## src/rtl/code_conv_pkg.sv

```systemverilog
// Shared encodings for the serial code converter: conversion modes and FSM states.
package code_conv_pkg;

   typedef enum logic [1:0] {
      BIN2GRAY = 2'd0,
      GRAY2BIN = 2'd1,
      NEGATE   = 2'd2,
      RSVD     = 2'd3
   } code_mode_e;

   typedef enum logic [1:0] {
      IDLE = 2'd0,
      PROC = 2'd1,
      DONE = 2'd2
   } state_e;

   // Negation ripples its carry upward, so it walks the word LSB first.
   function automatic logic lsb_first(input code_mode_e mode);
      return mode == NEGATE;
   endfunction

endpackage

```

## src/rtl/code_conv_bit_step.sv

```systemverilog
// One bit of a serial code conversion: result bit and updated running accumulator.
module code_conv_bit_step
   import code_conv_pkg::*;
(
   input  code_mode_e mode,
   input  logic       cur,
   input  logic       nbr,
   input  logic       acc,
   output logic       res,
   output logic       acc_next
);

   always_comb begin
      res      = 1'b0;
      acc_next = acc;
      case (mode)
         BIN2GRAY: res = cur ^ nbr;
         GRAY2BIN: begin
            res      = cur ^ acc;
            acc_next = cur ^ acc;
         end
         NEGATE: begin
            res      = ~cur ^ acc;
            acc_next = ~cur & acc;
         end
         default: begin
            res      = 1'b0;
            acc_next = 1'b0;
         end
      endcase
   end

endmodule

```

## src/rtl/code_conv_serial.sv

```systemverilog
// Bit-serial Gray/binary/negate converter with valid/ready handshakes on both sides.
module code_conv_serial
   import code_conv_pkg::*;
#(
   parameter int unsigned WIDTH = 8,
   parameter int unsigned IDX_W = $clog2(WIDTH)
) (
   input  logic             clk,
   input  logic             rst,
   input  logic             in_valid,
   output logic             in_ready,
   input  logic [WIDTH-1:0] in_data,
   input  logic [1:0]       in_mode,
   output logic             out_valid,
   input  logic             out_ready,
   output logic [WIDTH-1:0] out_data,
   output logic             out_err,
   output logic             busy
);

   state_e           state;
   code_mode_e       mode_q;
   logic [WIDTH-1:0] data_q;
   logic [WIDTH-1:0] res;
   logic [IDX_W-1:0] idx;
   logic             acc;

   logic [WIDTH-1:0] nbr_vec;
   logic [WIDTH-1:0] res_next;
   logic             step_bit;
   logic             acc_next;
   logic             last;
   code_mode_e       req_mode;

   assign req_mode = code_mode_e'(in_mode);

   // Upper neighbour of each bit; the MSB has none, so it sees 0.
   assign nbr_vec = {1'b0, data_q[WIDTH-1:1]};

   assign last = lsb_first(mode_q) ? (idx == IDX_W'(WIDTH - 1)) : (idx == IDX_W'(0));

   code_conv_bit_step u_step (
      .mode     (mode_q),
      .cur      (data_q[idx]),
      .nbr      (nbr_vec[idx]),
      .acc      (acc),
      .res      (step_bit),
      .acc_next (acc_next)
   );

   always_comb begin
      res_next      = res;
      res_next[idx] = step_bit;
   end

   always_ff @(posedge clk or posedge rst) begin
      if (rst) begin
         state     <= IDLE;
         mode_q    <= BIN2GRAY;
         data_q    <= '0;
         res       <= '0;
         idx       <= '0;
         acc       <= 1'b0;
         in_ready  <= 1'b0;
         out_valid <= 1'b0;
         out_data  <= '0;
         out_err   <= 1'b0;
         busy      <= 1'b0;
      end else begin
         case (state)
            IDLE: begin
               in_ready <= 1'b1;
               busy     <= 1'b0;
               if (in_valid && in_ready) begin
                  in_ready <= 1'b0;
                  busy     <= 1'b1;
                  if (req_mode == RSVD) begin
                     state     <= DONE;
                     out_valid <= 1'b1;
                     out_data  <= '0;
                     out_err   <= 1'b1;
                  end else begin
                     state  <= PROC;
                     data_q <= in_data;
                     mode_q <= req_mode;
                     res    <= '0;
                     idx    <= lsb_first(req_mode) ? IDX_W'(0) : IDX_W'(WIDTH - 1);
                     acc    <= lsb_first(req_mode);
                  end
               end
            end
            PROC: begin
               res <= res_next;
               acc <= acc_next;
               if (last) begin
                  state     <= DONE;
                  out_valid <= 1'b1;
                  out_data  <= res_next;
                  out_err   <= 1'b0;
               end else if (lsb_first(mode_q)) begin
                  idx <= idx + IDX_W'(1);
               end else begin
                  idx <= idx - IDX_W'(1);
               end
            end
            DONE: begin
               if (out_ready) begin
                  state     <= IDLE;
                  out_valid <= 1'b0;
                  out_data  <= '0;
                  out_err   <= 1'b0;
                  busy      <= 1'b0;
                  in_ready  <= 1'b1;
               end
            end
            default: begin
               state    <= IDLE;
               in_ready <= 1'b0;
               busy     <= 1'b0;
            end
         endcase
      end
   end

endmodule
```

## config.mk

```make
export PLATFORM = sky130hd
export DESIGN_NAME = code_conv_serial
export DESIGN_NICKNAME = d
export VERILOG_FILES = /design/src/rtl/code_conv_pkg.sv /design/src/rtl/code_conv_bit_step.sv /design/src/rtl/code_conv_serial.sv
export SDC_FILE = /design/constraint.sdc
export NUM_CORES = 1
export LEC_CHECK = 0
export ABC_AREA = 1
export BUFFER_PORTS_ARGS = -buffer_cell sky130_fd_sc_hd__clkbuf_2
export CORE_MARGIN = 2
export CORE_UTILIZATION = 57
export CTS_CLUSTER_SIZE = 25
export DETAILED_ROUTE_END_ITERATION = 7
export HOLD_SLACK_MARGIN = 0.03
export PLACE_DENSITY = 0.76
export SETUP_SLACK_MARGIN = 0.5
export SLEW_MARGIN = 20
export SYNTH_ARGS = -nofsm -noshare
export SYNTH_HDL_FRONTEND = slang
export SYNTH_HIERARCHICAL = 1
export SYNTH_SLANG_ARGS = --single-unit
```

## constraint.sdc

```tcl
create_clock -name clk -period 2.99 [get_ports clk]
set_input_delay 0.1495 -clock clk [delete_from_list [all_inputs] [get_ports clk]]
set_output_delay 0.1495 -clock clk [all_outputs]
set_load 0.02 [all_outputs]
```

==> flow_summary_export.csv <==
group,metric,value,unit
run,cap_violations,0,
floorplanning,start_util,60.5,%
setup_path,slowest_delay,490,ps
cts,cts_buffers,5,
setup_path,crit_path_max_fanout,9,
final_layout,fin_nets,319,
detailed_routing,vias,1801,
power_and_ir_drop,p_per_area,1080,mW/mm2
detailed_routing,first_pass_iters,4,
sta,setup_tns,0,ps
min_path,hold_start,"in_data[5]",
cts,numClockSinks,36,
final_layout,final_common_cell,"nand2_1",
detailed_routing,wirelength,4.26,mm
synthesis,synth.avg_cell_area,7.77,um2
setup_path,rr_worst_depth,16,
min_path,hold_depth,2,
setup_path,crit_family,"simple AND/OR/NAND/NOR gates",
sta,skew,12.8,ps
status,run_status,"complete, no violations",
place,gp_congestion,0.886,
power_and_ir_drop,worst_ir_drop_vdd,649,uV
cts,clkLatencyLatePin,360,ps
cts,root_buffer,"clkbuf_4",
floorplanning,die_h,64.2,um
floorplanning,rows,21,
final_layout,syn_to_final_growth,15.3,%
sta,period_minus_slack,2270,ps
setup_path,path_buf_inv,4,
detailed_routing,drc,0,
detailed_routing,post_drt_wl_per_cell,12.3,um
sta,tightest_slew,708,ps
setup_path,cpMaxStageDelayCell,"dfrtp_2",
setup_path,arrival,2560,ps
synthesis,ys_warn_count,6,
synthesis,syn_inst,266,
setup_path,endpoint_kind,"flip-flop",
floorplanning,die_x,64.2,um
synthesis,syn-num-nets,285,
grt,grt_pass1_wl,7.47,mm
sta,rsz0062_at_grt,"no",
synthesis,synth_area_leaders,"dfrtp_1 (44%), nand2_1 (14%), nand3_1 (6.8%)",
cts,cts_tree,"done",
cts,htreeDepth,2,
power_and_ir_drop,leakage,0.00130,uW
final_layout,stdcell_count,347,
final_layout,drive_above_1_share,19.6,%
sta,timing.final.ws_setup,724,ps
place,dp_hpwl,2.99,mm
setup_path,reg2reg_slack,720,ps
synthesis,yosysUniqueCellTypes,26,
setup_path,crit_type,"flip-flop to flip-flop",
floorplanning,coreArea,0.00342,mm2
sta,final-max-slew-violation-count,0,
min_path,hold_end,"data_q[5]",
cts,clock_path_buffers,2,
sta,fmax,0.441,GHz
synthesis,yosys_register_bits,36,
place,numPlacedInstances,329,
final_layout,diodes,0,
detailed_routing,final_antenna_net_count,0,
grt,antenna_found_initial,0,
grt,grt_max_degree,37,
sta,relSlewSlack,52.5,%
cts,cts.clk_slew.worst_paths,110,ps
setup_path,r2r_end,"out_data[0]",
grt,overflow,0,
detailed_routing,vias_per_cell,5.19,
final_layout,final_cell_mix,"nand2_1 (78), dfrtp_1 (34), inv_1 (28)",
synthesis,synth_top_area_cell,"dfrtp_1",
min_path,hp-class,"input port to flip-flop",
sta,hold_violations,0,
place,io_buffers,25,
floorplanning,io_pins,26,
grt,grt_pass1_vias,1707,
detailed_routing,drtIter0Drc,66,
place,dp_slack,491,ps
sta,finalSetupViolCount,0,
floorplanning,die-area,0.00412,mm2
setup_path,path_cells,"inv_1 -> nand3_1 -> nand2_1 -> o21ai_0 -> nand4_1 -> inv_1 -> ha_1 -> inv_1 -> nand2_1 -> nand3_2 -> inv_1 -> nand3_1 -> nand2_1 -> nor2_1 -> nand4_1 -> nand2_1",
setup_path,r2r_start,"idx[1]",
setup_path,crit_required,3280,ps
sta,fin_crit_sh,75.8,%
setup_path,start_kind,"flip-flop",
synthesis,yosys.area.top_type_share,43.6,%
synthesis,ys_seq_area_share,43.6,%
grt,grt_usage,23.5,%
synthesis,syn_area,0.00207,mm2
==> kinds of logic after synthesis <==
family | Yosys count | share of synthesized area (%)
mux | 8 | 5.08
flops | 36 | 43.6
fa+ha+maj | 5 | 3.39
compound gates | 27 | 7.26
buf+inv | 42 | 9.02
simple gates | 148 | 31.7
==> cell type report <==
class                      count  area [um2]
sequential                    36         903
clock buffer                   5        37.5
timing repair buffer          38         240
inverter                      31         116
fill                         312        1030
clock inverter                 3        42.5
tap                           46        57.6
multi-input combinational    188         985
==> where the power goes <==
part           total, uW  internal [uW]  switching (uW)
sequential           834            680             154
clock                351            174             176
combinational       1390            486             901
total               2570           1340            1230
==> registers in the layout, summed over array words and instances, names as in the netlist <==
register	count
out_valid	1
busy	1
acc	1
mode_q	2
in_ready	1
idx	3
out_data	8
out_err	1
state	2
data_q	8
res	8
==> timing repair <==
item,CTS,global route
setup buffers,0,2
resized for setup,1,3
pin swaps,0,1
setup endpoints to repair,2,16
endpoints found under the hold margin,43,0
hold buffers,8,0
==> cell usage after synthesis (all sizes together) <==
cell type  number
a21boi          1
a21oi           7
a31oi           1
buf             9
clkbuf          2
dfrtp          36
fa              1
ha              4
inv            31
mux2            8
nand2          80
nand3          29
nand4          12
nor2           26
o21ai          18
or2             1
==> per-layer routing <==
| metal | vias to the layer above | part of all wire (%) | GRT usage (%) |
|---|---|---|---|
| li1 | 934 | - | - |
| met1 | 827 | 48 | 29.6 |
| met2 | 32 | 47 | 39.1 |
| met3 | 8 | 3.8 | 5.11 |
| met4 | 0 | 1.6 | 9.57 |
| met5 | - | 0 | 0 |
==> worst max-delay path by stage <==
| stage | slack (ps) | to | cells after the start | startpoint |
|---|---|---|---|---|
| floorplan | 870 | out_data[1] | 17 | idx[0] |
| global placement | 510 | out_data[0] | 16 | idx[1] |
| detailed placement | 490 | out_data[0] | 16 | idx[1] |
| CTS | 500 | out_data[0] | 16 | idx[0] |
| global route | 500 | out_data[0] | 16 | idx[1] |
| finish | 720 | out_data[0] | 16 | idx[1] |
==> stage by stage <==
step	utilization (%)	hold slack [ps]	cell area (um2)	power (uW)
after detailed placement	64.5	255	2200	2180
after floorplan	-	298	2070	1920
after CTS	69.2	34.9	2360	2540
after global placement	64.5	255	2200	2140
final	69.7	31.4	2380	2570
after global routing	69.7	36.5	2380	2830
(Power assumes the default switching activity.)
